### src/rtl/cdc_hndshk_pkg.sv
// -----------------------------------------------------------------------------
// cdc_hndshk_pkg
// Shared definitions for the cdc_hndshk destination-side responder.
//   stall_mode_e : backpressure pattern selector driven on cfg_mode
//   LFSR_TAPS    : feedback mask for the 16-bit Fibonacci LFSR (taps 16,14,13,11)
//   DEFAULT_SEED : LFSR seed used when no other seed is supplied
// -----------------------------------------------------------------------------
package cdc_hndshk_pkg;

   typedef enum logic [1:0] {
      MODE_NONE   = 2'd0,
      MODE_BURST  = 2'd1,
      MODE_RANDOM = 2'd2,
      MODE_HOLD   = 2'd3
   } stall_mode_e;

   // Bit i of the mask corresponds to tap (i+1); taps 16,14,13,11.
   localparam logic [15:0] LFSR_TAPS    = 16'hB400;
   localparam logic [15:0] DEFAULT_SEED = 16'hACE1;

endpackage

### src/rtl/cdc_lfsr16.sv
// -----------------------------------------------------------------------------
// cdc_lfsr16
// 16-bit Fibonacci LFSR that advances every clock cycle.
//   clk   : clock
//   rst_n : asynchronous active-low reset, loads seed
//   seed  : reset value; an all-zero seed is replaced by 16'h0001
//   q     : current LFSR state
// -----------------------------------------------------------------------------
module cdc_lfsr16
   import cdc_hndshk_pkg::*;
(
   input  logic        clk,
   input  logic        rst_n,
   input  logic [15:0] seed,
   output logic [15:0] q
);

   logic [15:0] seed_safe;
   logic        feedback;

   // All-zero is the lock-up state of an XOR LFSR, so it can never be a seed.
   assign seed_safe = (seed == 16'h0000) ? 16'h0001 : seed;
   assign feedback  = ^(q & LFSR_TAPS);

   always_ff @(posedge clk or negedge rst_n) begin
      if (!rst_n) begin
         q <= seed_safe;
      end else begin
         q <= {q[14:0], feedback};
      end
   end

endmodule

### src/rtl/cdc_hndshk_dest_responder.sv
// -----------------------------------------------------------------------------
// cdc_hndshk_dest_responder
// Destination-side responder for the CDC strobe/stall handshake. Drives a
// registered backpressure pattern, counts accepted transfers and raises sticky
// protocol-violation flags.
//   dest_clk      : clock (dest domain)
//   dest_reset_n  : asynchronous active-low reset
//   dest_strobe   : transfer request from the handshake
//   dest_stall    : registered backpressure to the handshake
//   cfg_mode      : stall pattern (stall_mode_e)
//   cfg_stall_len : BURST stall length in cycles (0 = no stall)
//   expect_count  : number of transfers expected
//   clear         : synchronous clear of rx_count, done and error flags
//   rx_count      : accepted transfers, saturating at all-ones
//   done          : sticky, rx_count reached expect_count
//   err_drop      : sticky, strobe withdrawn while stalled
//   err_overrun   : sticky, transfer accepted after done
// -----------------------------------------------------------------------------
module cdc_hndshk_dest_responder
   import cdc_hndshk_pkg::*;
#(
   parameter int          CNT_W = 16,
   parameter int          LEN_W = 8,
   parameter logic [15:0] SEED  = DEFAULT_SEED
)
(
   input  logic             dest_clk,
   input  logic             dest_reset_n,
   input  logic             dest_strobe,
   output logic             dest_stall,
   input  logic [1:0]       cfg_mode,
   input  logic [LEN_W-1:0] cfg_stall_len,
   input  logic [CNT_W-1:0] expect_count,
   input  logic             clear,
   output logic [CNT_W-1:0] rx_count,
   output logic             done,
   output logic             err_drop,
   output logic             err_overrun
);

   stall_mode_e      mode;
   logic [15:0]      lfsr_q;
   logic             unused_lfsr_hi;
   logic [LEN_W-1:0] stall_cnt;
   logic [LEN_W-1:0] stall_cnt_nxt;
   logic             stall_nxt;
   logic             accept;
   logic             count_en;
   logic             hold_pend;

   assign mode           = stall_mode_e'(cfg_mode);
   assign unused_lfsr_hi = ^lfsr_q[15:2];

   cdc_lfsr16 u_lfsr (
      .clk   (dest_clk),
      .rst_n (dest_reset_n),
      .seed  (SEED),
      .q     (lfsr_q)
   );

   // A handshake-level transfer happens whenever strobe meets no stall; the
   // BURST pattern reacts to it even when clear discards it from the counts.
   assign accept   = dest_strobe & ~dest_stall;
   assign count_en = accept & ~clear;

   always_comb begin
      stall_cnt_nxt = '0;
      stall_nxt     = 1'b0;
      case (mode)
         MODE_NONE: begin
            stall_nxt = 1'b0;
         end
         MODE_BURST: begin
            if (accept) begin
               stall_cnt_nxt = cfg_stall_len;
            end else if (stall_cnt != '0) begin
               stall_cnt_nxt = stall_cnt - LEN_W'(1);
            end
            // Stall stays high while the counter is non-zero: exactly
            // cfg_stall_len cycles after the accepting edge.
            stall_nxt = (stall_cnt_nxt != '0);
         end
         MODE_RANDOM: begin
            stall_nxt = lfsr_q[1] & lfsr_q[0];
         end
         MODE_HOLD: begin
            stall_nxt = 1'b1;
         end
         default: begin
            stall_nxt = 1'b0;
         end
      endcase
   end

   // Stall generation (not affected by clear).
   always_ff @(posedge dest_clk or negedge dest_reset_n) begin
      if (!dest_reset_n) begin
         dest_stall <= 1'b0;
         stall_cnt  <= '0;
         hold_pend  <= 1'b0;
      end else begin
         dest_stall <= stall_nxt;
         stall_cnt  <= stall_cnt_nxt;
         // Remembers a strobe that met a stall; it must still be high next edge.
         hold_pend  <= dest_strobe & dest_stall;
      end
   end

   // Transfer accounting and sticky flags.
   always_ff @(posedge dest_clk or negedge dest_reset_n) begin
      if (!dest_reset_n) begin
         rx_count    <= '0;
         done        <= 1'b0;
         err_drop    <= 1'b0;
         err_overrun <= 1'b0;
      end else if (clear) begin
         rx_count    <= '0;
         done        <= 1'b0;
         err_drop    <= 1'b0;
         err_overrun <= 1'b0;
      end else begin
         if (count_en && (rx_count != '1)) begin
            rx_count <= rx_count + CNT_W'(1);
         end
         if (rx_count == expect_count) begin
            done <= 1'b1;
         end
         if (count_en && done) begin
            err_overrun <= 1'b1;
         end
         if (hold_pend && !dest_strobe) begin
            err_drop <= 1'b1;
         end
      end
   end

endmodule

### config.mk
export PLATFORM = sky130hd
export DESIGN_NAME = cdc_hndshk_dest_responder
export DESIGN_NICKNAME = d
export VERILOG_FILES = /design/src/rtl/cdc_hndshk_pkg.sv /design/src/rtl/cdc_lfsr16.sv /design/src/rtl/cdc_hndshk_dest_responder.sv
export SDC_FILE = /design/constraint.sdc
export NUM_CORES = 1
export LEC_CHECK = 0
export BUFFER_PORTS_ARGS = -buffer_cell sky130_fd_sc_hd__buf_2
export CELL_PAD_IN_SITES_DETAIL_PLACEMENT = 2
export CELL_PAD_IN_SITES_GLOBAL_PLACEMENT = 2
export CORE_UTILIZATION = 30
export DETAILED_ROUTE_END_ITERATION = 16
export PLACE_DENSITY_LB_ADDON = 0.1
export SLEW_MARGIN = 10
export SYNTH_ARGS = -nofsm -noshare
export SYNTH_HDL_FRONTEND = slang
export SYNTH_SLANG_ARGS = --single-unit
### constraint.sdc
create_clock -name dest_clk -period 2.6 [get_ports dest_clk]
set_clock_uncertainty 0.1 [all_clocks]
set_input_delay 0.26 -clock dest_clk [delete_from_list [all_inputs] [get_ports dest_clk]]
set_output_delay 0.26 -clock dest_clk [all_outputs]
set_load 0.01 [all_outputs]
* Word-level counts from Yosys, hierarchy flattened
Cells that the tools add are included.
Operators by class: reduce and logical (&&, ||, !) cells 12, add/sub/neg operators 2, eq/ne operators 5, muxes and demuxes 13, bitwise logic cells 6
Operators by type and width (count):
- $mux 16 | 2
- $mux 8 | 4
- $add 16x1->16 const B | 1
- $eq 16x16->1 | 1
- $ne 16x16->1 const B | 1
- $reduce_bool 8->1 | 2
- $reduce_xor 16->1 | 1
- $reduce_bool 2->1 | 4
- $sub 8x1->8 const B | 1
- $mux 1 | 6
- $and 1x1->1 | 4
- $eq 2x2->1 const B | 2
- $pmux 1 s4 | 1
- $logic_and 1x1->1 | 3
- $eq 2x1->1 const B | 1
- $logic_not 2->1 | 1
- $not 1->1 | 2
- $logic_not 1->1 | 1
Word-level totals: register bits after elaboration 45, bits of input ports 30, word-level logic and storage cells 46, output and inout port bits 20

* Longest topological paths before layout
Gate-level depths: netlist (run 1).
word-level depth 6, depth in mapped cells 7, depth with buffers taken out 7

* Least setup slack after synthesis (run 1)
No wires, ideal clock.
kind flip-flop to flip-flop, start register stall_cnt[0], end register dest_stall, clock period less this slack 2.057 ns, buffers on the path 0, required time 2.418 ns, library setup time 0.082 ns, slack 0.543 ns, cell stages (with the launch flop) 8, data arrival time 1.876 ns, cells stage by stage dfrtp_1 inv_1 ha_1 or3b_1 or3_1 a31oi_1 and4b_1 a31oi_1
On the way: longest elaborated chain between the ends 6, elaborated cells between the ends (all ways) 7, classes of those cells add/sub: 1; mux: 4; reduce/logical: 2
RTL lines:
- start, declared | RTL line cdc_hndshk_dest_responder.sv:44 | logic [LEN_W-1:0] stall_cnt;
- start signal, assigned | RTL line cdc_hndshk_dest_responder.sv:103 | stall_cnt <= stall_cnt_nxt;
- $sub 8x1->8 / $reduce_bool 8->1 (equally long branches) | RTL line cdc_hndshk_dest_responder.sv:77, cdc_hndshk_dest_responder.sv:76
- $mux 8 (*) | RTL line cdc_hndshk_dest_responder.sv:76 | end else if (stall_cnt != '0) begin
- $mux 8 (*) | RTL line cdc_hndshk_dest_responder.sv:74 | if (accept) begin
- $mux 8 (*) | RTL line cdc_hndshk_dest_responder.sv:69 | case (mode)
- $reduce_bool 8->1 (*) | RTL line cdc_hndshk_dest_responder.sv:81 | stall_nxt = (stall_cnt_nxt != '0);
- $pmux 1 s4 (*) | RTL line cdc_hndshk_dest_responder.sv:69
- named net stall_nxt | RTL line cdc_hndshk_dest_responder.sv:46 | logic stall_nxt;
- end signal, assigned | RTL line cdc_hndshk_dest_responder.sv:102 | dest_stall <= stall_nxt;
- end, declared | RTL line cdc_hndshk_dest_responder.sv:30 | output logic dest_stall,
The timed path passes the listed nets; every way through them passes the cells marked *. The select of a mux whose other input is x is not followed. A chain may end at the register's enable or synchronous reset.

* Final worst setup path (run 1)
Ends and elaborated chain as after synthesis.

==> impl_results.md, run 1 <==
* Worst path bufs/invs at 1
* Die height at roughly 88 um
* Status: finished with violations
* TritonRoute pass-1 iters at 3
* Worst path cell trace: inv_1 > ha_1 > or3b_1 > or3_1 > a31oi_1 > and4b_1 > a31oi_1
* Synth Register Bits at between 40 and 50
* Core area at 6940 sq um
* Initial antenna violation count at 0
* CTS tree: built
* Unrepaired setup endpoints after global routing: false
* GP Congestion at roughly 0.76
* Final WS setup at roughly 330 ps
* H-tree Lvls at 2
* Final Hold Fails at 1
* Tot Pwr at between 1.5 and 2 mW
* Nets at 301
* Final hold slack at -1.20 ps
* Maxcap violations at 0
* Initial DRC Count at 50
* Pleak at around 1.2 nW
* Crit. Startpoint: stall_cnt[0]$_DFF_PN0_
* Min Tclk post-route at 2270 ps
* Worst Max-Slew Pin Slew at 1010 ps
* YS warnings at 0
* PwrDens at about 560 nW/um^2
* Postcts setup bufs at 0
* Register area share after synthesis at 51.4%
* Final Slew Violations at 0
* Cell internal pwr at 1.04 mW
* Post-synthesis cell type count at between 40 and 50
* Cell mode on critical path: a31oi_1
* NetSw at ~0.46 mW
* Worst slew margin at between 30% and 40%
* Largest net degree at the start of global routing at between 40 and 50
* HP Class: in2async
* CTS resizes at 0
* TNS Setup at 0 ps
* Crit Path Class: reg2reg
* Total grt overflow at 0
* Port bufs at between 40 and 50
* Post-Syn Area at between 2000 and 2500 sq um
* Clock root buffer: clkbuf_8
* Antenna Nets Post-Route at 0
* Crit path launch type: flip-flop
* Setup WS pre-CTS at 336 ps
* RR Startpoint: stall_cnt[0]$_DFF_PN0_
* Clk_lat worst skew at roughly 310 ps
* ANT cells at 0
* Syn avg cell area at ~10 sq um
* # IOs at 50
* Violated checks: hold timing
* Share of post-route cells with drive strength above 1 at ~30%
* Die area at between 7000 and 8000 sq um
* Area added between synthesis and finish at 21.5%
* Slowest cell delay on critical path at around 440 ps
* Reg-to-reg setup timing slack at 330 ps
* Die width at between 80 and 90 um
* CTS sink count at 45
* Max Root-Sink Buffers at 2
* Placed cell area at between 2000 and 3000 sq um
* R2R Path End: dest_stall$_DFF_PN0_
* CTS clk-pin slew, worst paths at about 100 ps
* Cell row count at 30
* CP max FO at 6
* Async SR Flop Fraction at 100%
* Wire per inst at ~16 um
* Sw Ratio at 30.6%
* Initial core utilization at a little under a third
* CTS Buf Count at 5
* Dominant synthesized flop cell: dfrtp_1
* # DRC at 0
* Total wire length at ~6.0 mm
* Vias in the first global route at ~2000
* Via Count at approximately 1800
* Gate Count Post-Synth at roughly 210
* Total Routing Usage GR at ~18%
* R2R depth at 7
* Critical path capture point type: flip-flop
* Worst path slowest cell: dfrtp_1
* Critical Path Sink: dest_stall$_DFF_PN0_
* Logic pwr share at 18.6%
* Post-synth EDFFs at 0
* DP HPWL at ~4.4 mm
* Filler cells at slightly below 800
* F_max at between 400 and 500 MHz
* Final Instance Area at approximately 2700 sq um
* Worst EP required at 2740 ps
* Hold_buf cts at 0
* Vias per cell at around 5
* CP arrival at 2410 ps
* # setup viols final at 0
* Clock power frac at around a third
* Power share of the sequential group at around 49%
* CP Depth at 7
* VDD IR max at ~0.20 mV
* Family with the most delay on the worst path: simple AND/OR/NAND/NOR gates
* Fin crit share at between 80 and 90%
* First-pass GRT wire length at about 10 mm
* Syn_nets at between 200 and 250
-- per-stage QoR --
step	std cells	util, %
finish	366	38.7
global placement	358	37.4
detailed placement	358	37.4
global route	366	38.7
CTS	366	38.7
floorplan	211	-
-- layout by cell type (no fill, tap or decap), types with 5 or more instances in the layout --
| cell | instances |
|---|---|
| nand4_1 | 9 |
| buf_2 | 49 |
| nor2_1 | 26 |
| a21oi_1 | 12 |
| dfstp_2 | 8 |
| clkbuf_8 | 5 |
| nand3_1 | 6 |
| a31oi_1 | 5 |
| xor2_1 | 6 |
| inv_1 | 7 |
| dfrtp_1 | 37 |
| nand2_1 | 6 |
| buf_4 | 8 |
| xnor2_1 | 22 |
-- worst min-delay path by stage --
stage          cells past startpoint                    from  slack [ps]                      to
2_1_floorplan                      0            dest_reset_n        -140    dest_stall$_DFF_PN0_
3_3_place_gp                       0   u_lfsr.q[9]$_DFF_PN0_         230  u_lfsr.q[10]$_DFF_PN1_
3_5_place_dp                       0  u_lfsr.q[14]$_DFF_PN0_         240  u_lfsr.q[15]$_DFF_PN1_
4_1_cts                            1            dest_reset_n          50  u_lfsr.q[12]$_DFF_PN0_
5_1_grt                            1            dest_reset_n          70  u_lfsr.q[14]$_DFF_PN0_
6_report                           1            dest_reset_n          -1  u_lfsr.q[12]$_DFF_PN0_
-- synth_stat cells, types with 5 or more instances --
library cell,number,area (sq um)
a31oi_1,5,31.3
nand3_1,6,30.0
nor2_1,26,97.6
a21oi_1,12,60.1
dfstp_2,8,210
nand4_1,9,56.3
xnor2_1,22,193
xor2_1,6,52.6
nand2_1,6,22.5
dfrtp_1,37,926
inv_1,7,26.3
-- power groups by stage --
stage	clock, mW	combinational, mW	sequential [mW]
floorplan	0	0.164	0.752
global placement	0	0.274	0.756
detailed placement	0	0.282	0.756
CTS	0.506	0.284	0.743
global route	0.537	0.312	0.747
finish	0.481	0.279	0.742
-- cell families (layout without fill, tap and decap cells) --
logic type | after synthesis | after routing | share of synthesized area [%]
and+or+nand+nor | 81 | 81 | 20.4
DFF | 45 | 45 | 51.4
AOI/OAI and AO/OA | 39 | 39 | 11.4
xor gates and xnor gates | 28 | 28 | 11.1
buffers and inverters | 13 | 72 | 3.17
muxes | 3 | 3 | 1.47
adders and majority gates | 2 | 2 | 1.13
-- registers in the layout (all words and copies together), names as in the netlist --
register,cells
rx_count,16
u_lfsr.q,16
stall_cnt,8
dest_stall,1
done,1
err_drop,1
err_overrun,1
hold_pend,1
-- routing by layer --
metal	GRT usage [%]	vias up	routed length, um
li1	-	870	-
met3	3.20	7	176
met5	0	-	0
met4	6.86	0	95
met1	23.5	907	2800
met2	28.5	36	2920
-- area by class of cell --
cell class / count / area (sq um) / area share (%)
multi-input cells: 153 / 1010 / 37.4
flip-flops and latches: 45 / 1140 / 42.3
clock buffers: 5 / 68.8 / 2.56
clock inverters: 3 / 26.3 / 0.977
inverters: 7 / 26.3 / 0.977
well taps: 96 / 120 / 4.47
repair buffers: 57 / 305 / 11.4
(Power assumes the default switching activity.)
==> inputs of run 2 (changes only) <==
CAP_MARGIN = 15   (was unset)
TNS_END_PERCENT = 10   (was unset)
clock period = 2.7 ns   (was 2.6 ns; I/O delays follow)
==> impl_results.md, run 2 (synthesis gave the netlist of run 1 again) <==
* Total Routing Usage GR at 17.4% (-0.25 points)
* Unrepaired setup endpoints after global routing: false
* PwrDens at 561 nW/um^2 (+0.27%)
* Cell row count at 30 (unchanged)
* Worst path cell trace: inv_1 > ha_1 > or3b_1 > or3_1 > a31oi_1 > and4b_1 > a31oi_1
* CP arrival at 2380 ps (-30 ps)
* VDD IR max at 0.189 mV (-4.1%)
* Final Slew Violations at 0 (unchanged)
* Core area at 6940 sq um (unchanged)
* ANT cells at 0 (unchanged)
* Core Util, Final at 38.8% (+0.054 points)
* Multi-input gate area at 1010 sq um (unchanged)
* Worst Max-Slew Pin Slew at 587 ps (-422 ps)
* Hold endpoint: hold_pend$_DFF_PN0_
* Maxcap violations at 0 (unchanged)
* Die width at 87.9 um (unchanged)
* # setup viols final at 0 (unchanged)
* Cell internal pwr at 1.09 mW (+4.4%)
* Cell mode on critical path: a31oi_1
* Pleak at 1.22 nW (-0.47%)
* # DRC at 0 (unchanged)
* Die height at 87.9 um (unchanged)
* Filler cells at 788 (+1.3%)
* Family with the most delay on the worst path: simple AND/OR/NAND/NOR gates
* HP Class: in2reg
* Nets at 298 (-1.0%)
* Power share of the sequential group at 47.4% (-2.0 points)
* CP max FO at 6 (unchanged)
* Final hold slack at 123 ps (+124 ps)
* RR Startpoint: stall_cnt[0]$_DFF_PN0_
* Via Count at 1816 (-0.22%)
* Postcts setup bufs at 0 (unchanged)
* # IOs at 50 (unchanged)
* TritonRoute pass-1 iters at 4 (+1)
* Initial DRC Count at 46 (-8.0%)
* Biggest regs: rx_count x16, u_lfsr.q x16, stall_cnt x8
* First-pass GRT wire length at 10.0 mm (-1.6%)
* Final Hold Fails at 0 (-1)
* Fin crit share at 83.2% (-4.2 points)
* Total wire length at 5.95 mm (-0.73%)
* Register area at 1140 sq um (unchanged)
* Sw Ratio at 27.8% (-2.8 points)
* Crit Path Class: reg2reg
* Final Instance Area at 2690 sq um (+0.14%)
* Worst path bufs/invs at 1 (unchanged)
* Clock root buffer: clkbuf_8
* Clock power frac at 35.8% (+3.8 points)
* Slowest cell delay on critical path at 440 ps (about the same)
* Reg-to-reg setup timing slack at 450 ps (+130 ps)
* Max Root-Sink Buffers at 2 (unchanged)
* Worst hold path startpoint: dest_strobe
* CTS clk-pin slew, worst paths at 100 ps (about the same)
* TNS Setup at 0 ps (unchanged)
* Setup WS pre-CTS at 467 ps (+132 ps)
* R2R Path End: dest_stall$_DFF_PN0_
* R2R depth at 7 (unchanged)
* Most frequent cells in the layout: 49 x buf_2, 37 x dfrtp_1, 26 x nor2_1
* Min Tclk post-route at 2250 ps (-26.5 ps)
* Die area at 7720 sq um (unchanged)
* NetSw at 0.420 mW (-8.6%)
* Critical path capture point type: flip-flop
* Vias in the first global route at 1951 (-0.15%)
* Share of post-route cells with drive strength above 1 at 28.5% (-1.2 points)
* CTS sink count at 45 (unchanged)
* Placed cell area at 2560 sq um (-1.2%)
* GP Congestion at 0.796 (+5.2%)
* H-tree Lvls at 2 (unchanged)
* F_max at 445 MHz (+1.2%)
* Final WS setup at 455 ps (+127 ps)
* Port bufs at 49 (unchanged)
* Initial antenna violation count at 0 (unchanged)
* Wire per inst at 16.4 um (about the same)
* Crit path launch type: flip-flop
* Hold path depth at 2
* CTS tree: built
* Worst EP required at 2840 ps (+100 ps)
* Logic pwr share at 16.9% (-1.7 points)
* Commonest non-fill, non-tap cell in the layout: buf_2
* Antenna Nets Post-Route at 0 (unchanged)
* CTS Buf Count at 5 (unchanged)
* Clk_lat worst skew at 310 ps (about the same)
* DP HPWL at 4.43 mm (+0.91%)
* Worst slew margin at 60.9% (+28 points)
* Initial core utilization at 31.9% (unchanged)
* Area added between synthesis and finish at 21.7%
* Largest net degree at the start of global routing at 46 (+2.2%)
* Vias per cell at 5.00 (+0.60%)
* Worst path slowest cell: dfrtp_1
* Status: finished clean
* Total grt overflow at 0 (unchanged)
-- run 2: final cells by class --
| cell class | count | share of cell area (%) |
|---|---|---|
| clock buffers | 5 | 2.56 |
| multi-input cells | 153 | 37.4 |
| inverters | 7 | 0.976 |
| well taps | 96 | 4.46 |
| clock inverters | 3 | 1.86 |
| flip-flops and latches | 45 | 42.2 |
| repair buffers | 54 | 10.6 |
-- run 2: how the worst max path moves through the flow --
| stage | startpoint | end | cells past startpoint |
|---|---|---|---|
| 6_report | stall_cnt[0]$_DFF_PN0_ | dest_stall$_DFF_PN0_ | 7 |
| 5_1_grt | rx_count[1]$_DFFE_PN0P_ | rx_count[13]$_DFFE_PN0P_ | 6 |
| 4_1_cts | stall_cnt[0]$_DFF_PN0_ | dest_stall$_DFF_PN0_ | 7 |
| 3_5_place_dp | stall_cnt[0]$_DFF_PN0_ | dest_stall$_DFF_PN0_ | 7 |
| 3_3_place_gp | stall_cnt[0]$_DFF_PN0_ | dest_stall$_DFF_PN0_ | 7 |
| 2_1_floorplan | stall_cnt[0]$_DFF_PN0_ | dest_stall$_DFF_PN0_ | 7 |
-- run 2: power by group through the flow --
| stage | registers [mW] | clock network [mW] | logic (mW) |
|---|---|---|---|
| 2_1_floorplan | 0.724 | 0 | 0.158 |
| 3_3_place_gp | 0.727 | 0 | 0.256 |
| 3_5_place_dp | 0.728 | 0 | 0.257 |
| 4_1_cts | 0.715 | 0.569 | 0.259 |
| 5_1_grt | 0.720 | 0.601 | 0.285 |
| 6_report | 0.715 | 0.540 | 0.254 |
-- run 2: worst reg2reg max path: cells and delay by family, from the launching register on --
family	cells	cell delay, ps
AND/OR/NAND/NOR	3	1000
buffers and inverters	1	100
AO/OA/AOI/OAI	2	290
flip-flops	1	440
adder cells (fa/ha/maj)	1	260
-- run 2: through the flow --
step / cells / total power, mW
after floorplan: 211 / 0.882
after global placement: 354 / 0.983
after detailed placement: 354 / 0.985
after CTS: 363 / 1.54
after global routing: 363 / 1.61
final: 363 / 1.51
-- run 2: per-layer routing --
layer | vias to the layer above | part of all wire [%] | global-route usage [%]
met3 | 2 | 3.5 | 3.68
met4 | 0 | 0.57 | 4.92
met2 | 36 | 51 | 29.7
li1 | 867 | - | -
met1 | 911 | 45 | 22.3
met5 | - | 0 | 0
-- run 2: what timing repair did --
action,in CTS,in global routing
hold endpoints to repair,37,0
hold buffers,1,0
gates resized for setup,0,0
==> inputs of run 3 (changes only) <==
ABC_AREA = 1   (was unset)
clock period = 2.15 ns   (was 2.7 ns; I/O delays follow)
==> impl_results.md, run 3 <==
* Vias in the first global route at 2224 (+14%)
* Worst hold path startpoint: cfg_mode[1]
* Port bufs at 49 (unchanged)
* Vias per cell at 4.65 (-7.1%)
* First-pass GRT wire length at 10.9 mm (+8.3%)
* Register area share after synthesis at 48.8% (-2.5 points)
* Synth Register Bits at 45 (unchanged)
* Post-Syn Area at 2330 sq um (+5.2%)
* Fin crit share at 90.2% (+7.0 points)
* Gate Count Post-Synth at 269 (+27%)
* Min Tclk post-route at 1940 ps (-306 ps)
* Total Routing Usage GR at 16.9% (-0.51 points)
* Initial DRC Count at 24 (-48%)
* Worst Max-Slew Pin Slew at 598 ps (+11.6 ps)
* Share of post-route cells with drive strength above 1 at 26.9% (-1.5 points)
* CP max FO at 17 (+11)
* Largest net degree at the start of global routing at 25 (-46%)
* CTS tree: built
* Crit Path Class: reg2reg
* Status: finished clean
* Die height at 90.1 um (+2.5%)
* # setup viols final at 0 (unchanged)
* Die area at 8110 sq um (+5.1%)
* Via Count at 2012 (+11%)
* DP HPWL at 4.98 mm (+12%)
* YS warnings at 0 (unchanged)
* Critical path capture point type: flip-flop
* Post-synthesis cell type count at 32 (-30%)
* F_max at 516 MHz (+16%)
* TritonRoute pass-1 iters at 4 (unchanged)
* Cell row count at 31 (+3.3%)
* Worst EP required at 2270 ps (-570 ps)
* CP arrival at 2050 ps (-330 ps)
* Initial core utilization at 31.6% (-0.28 points)
* Synth cell count leaders: 52 x nand2_1, 37 x dfrtp_1, 34 x nand3_1, 30 x nor2_1, 29 x inv_1
* GP Congestion at 0.736 (-7.5%)
* Area added between synthesis and finish at 22.4%
* Total grt overflow at 0 (unchanged)
* Nets at 365 (+22%)
* Final Hold Fails at 0 (unchanged)
* Clock root buffer: clkbuf_8
* HP Class: in2reg
* Syn avg cell area at 8.65 sq um (-17%)
* Total wire length at 6.45 mm (+8.5%)
* CTS clk-pin slew, worst paths at 90 ps (about the same)
* Initial antenna violation count at 0 (unchanged)
* Post-synth top area share at 39.8% (-2.1 points)
* Final Slew Violations at 0 (unchanged)
* Worst slew margin at 60.1% (-0.82 points)
* Unrepaired setup endpoints after global routing: false
* Die width at 90.1 um (+2.5%)
* Max Root-Sink Buffers at 2 (unchanged)
* CTS Buf Count at 5 (unchanged)
* H-tree Lvls at 2 (unchanged)
* Syn_nets at 301 (+24%)
* Core area at 7370 sq um (+6.1%)
* RR Startpoint: rx_count[0]$_DFFE_PN0P_
* Wire per inst at 14.9 um (-9.1%)
* Dominant synthesized flop cell: dfrtp_1
* PwrDens at 639 nW/um^2 (+14%)
* CTS sink count at 45 (unchanged)
* Commonest non-fill, non-tap cell in the layout: nand2_1
* TNS Setup at 0 ps (unchanged)
* Antenna Nets Post-Route at 0 (unchanged)
* # IOs at 50 (unchanged)
* ANT cells at 0 (unchanged)
* Crit path launch type: flip-flop
* Crit. Startpoint: rx_count[0]$_DFFE_PN0P_
* VDD IR max at 0.486 mV (+160%)
* Maxcap violations at 0 (unchanged)
* Clk_lat worst skew at 300 ps (about the same)
* Area leader, netlist: dfrtp_1
* Pleak at 1.41 nW (+16%)
* Top-count cell post-synth: nand2_1
* Most frequent cells in the layout: 52 x nand2_1, 49 x buf_2, 37 x dfrtp_1
* Top cells by area, synth: dfrtp_1 40%, dfstp_2 9.0%, nand2_1 8.4%
* # DRC at 0 (unchanged)
* Final hold slack at 40.1 ps (-83.0 ps)
* Biggest regs: rx_count x16, u_lfsr.q x16, stall_cnt x8
* Post-synth EDFFs at 0 (unchanged)
* Async SR Flop Fraction at 100% (unchanged)
## run 3: kinds of logic after synthesis
family,count (synthesis),synth area share (%)
AOI/OAI and AO/OA,26,6.83
xor gates and xnor gates,27,10.2
adders and majority gates,2,1.08
buffers and inverters,33,6.45
and+or+nand+nor,136,26.7
DFF,45,48.8
## run 3: metrics by stage
step / utilization, % / power, mW / cell area, sq um / cells / worst slack (ps)
after CTS: 38.4 / 1.85 / 2830 / 431 / 65.5
after global placement: 37.0 / 1.26 / 2720 / 422 / 188
after global routing: 38.6 / 1.95 / 2850 / 433 / 29.9
final: 38.6 / 1.82 / 2850 / 433 / 211
after floorplan: - / 1.14 / 2330 / 269 / 430
after detailed placement: 37.0 / 1.27 / 2720 / 422 / 109
## run 3: path summary, 6_finish.rpt
path | to | slack [ps] | cells past startpoint
max | rx_count[8]$_DFFE_PN0P_ | 210 | 10
min | dest_stall$_DFF_PN0_ | 40 | 3
max reg2reg | rx_count[8]$_DFFE_PN0P_ | 210 | 10
min reg2reg | u_lfsr.q[6]$_DFF_PN1_ | 260 | 0
max in group asynchronous | stall_cnt[7]$_DFF_PN0_ | 1070 | 3
min in group asynchronous | rx_count[3]$_DFFE_PN0P_ | 310 | 2
## run 3: critical path, cell delays in order, from the launching register on
cell and delay [ps]:
dfrtp_1 400, ha_1 210, nand2_1 100, nor2_2 50, nand2_2 100, nor2_2 60, nand4_2 80, nand2_4 160
nor2_4 220, clkinv_4 150, o21ai_0 220
## run 3: final cells by class
| type | instances | area (sq um) |
|---|---|---|
| Fill cell | 889 | 4520 |
| Clock inverter | 3 | 26.3 |
| Tap cell | 99 | 124 |
| Clock buffer | 5 | 68.8 |
| Timing Repair Buffer | 60 | 330 |
| Multi-Input combinational cell | 191 | 1040 |
| Inverter | 30 | 121 |
| Sequential cell | 45 | 1140 |
## run 3: routing by layer
layer / vias to the layer above / wire, um / global-route usage (%)
li1: 997 / - / -
met3: 5 / 153 / 3.05
met4: 0 / 70 / 4.44
met2: 27 / 3140 / 28.7
met1: 983 / 3090 / 22.2
met5: - / 0 / 0
## run 3: repair_timing
item                                    CTS  global route
gates resized for setup                   0             1
endpoints found under the hold margin    14             0
setup buffers                             0             2
endpoints found under the setup margin    0             2
hold buffers                              1             0
## run 3: power breakdown
part	leakage (nW)	switching [mW]	internal (mW)
clock	0.0495	0.328	0.242
sequential	0.592	0.0180	0.869
combinational	0.772	0.231	0.131
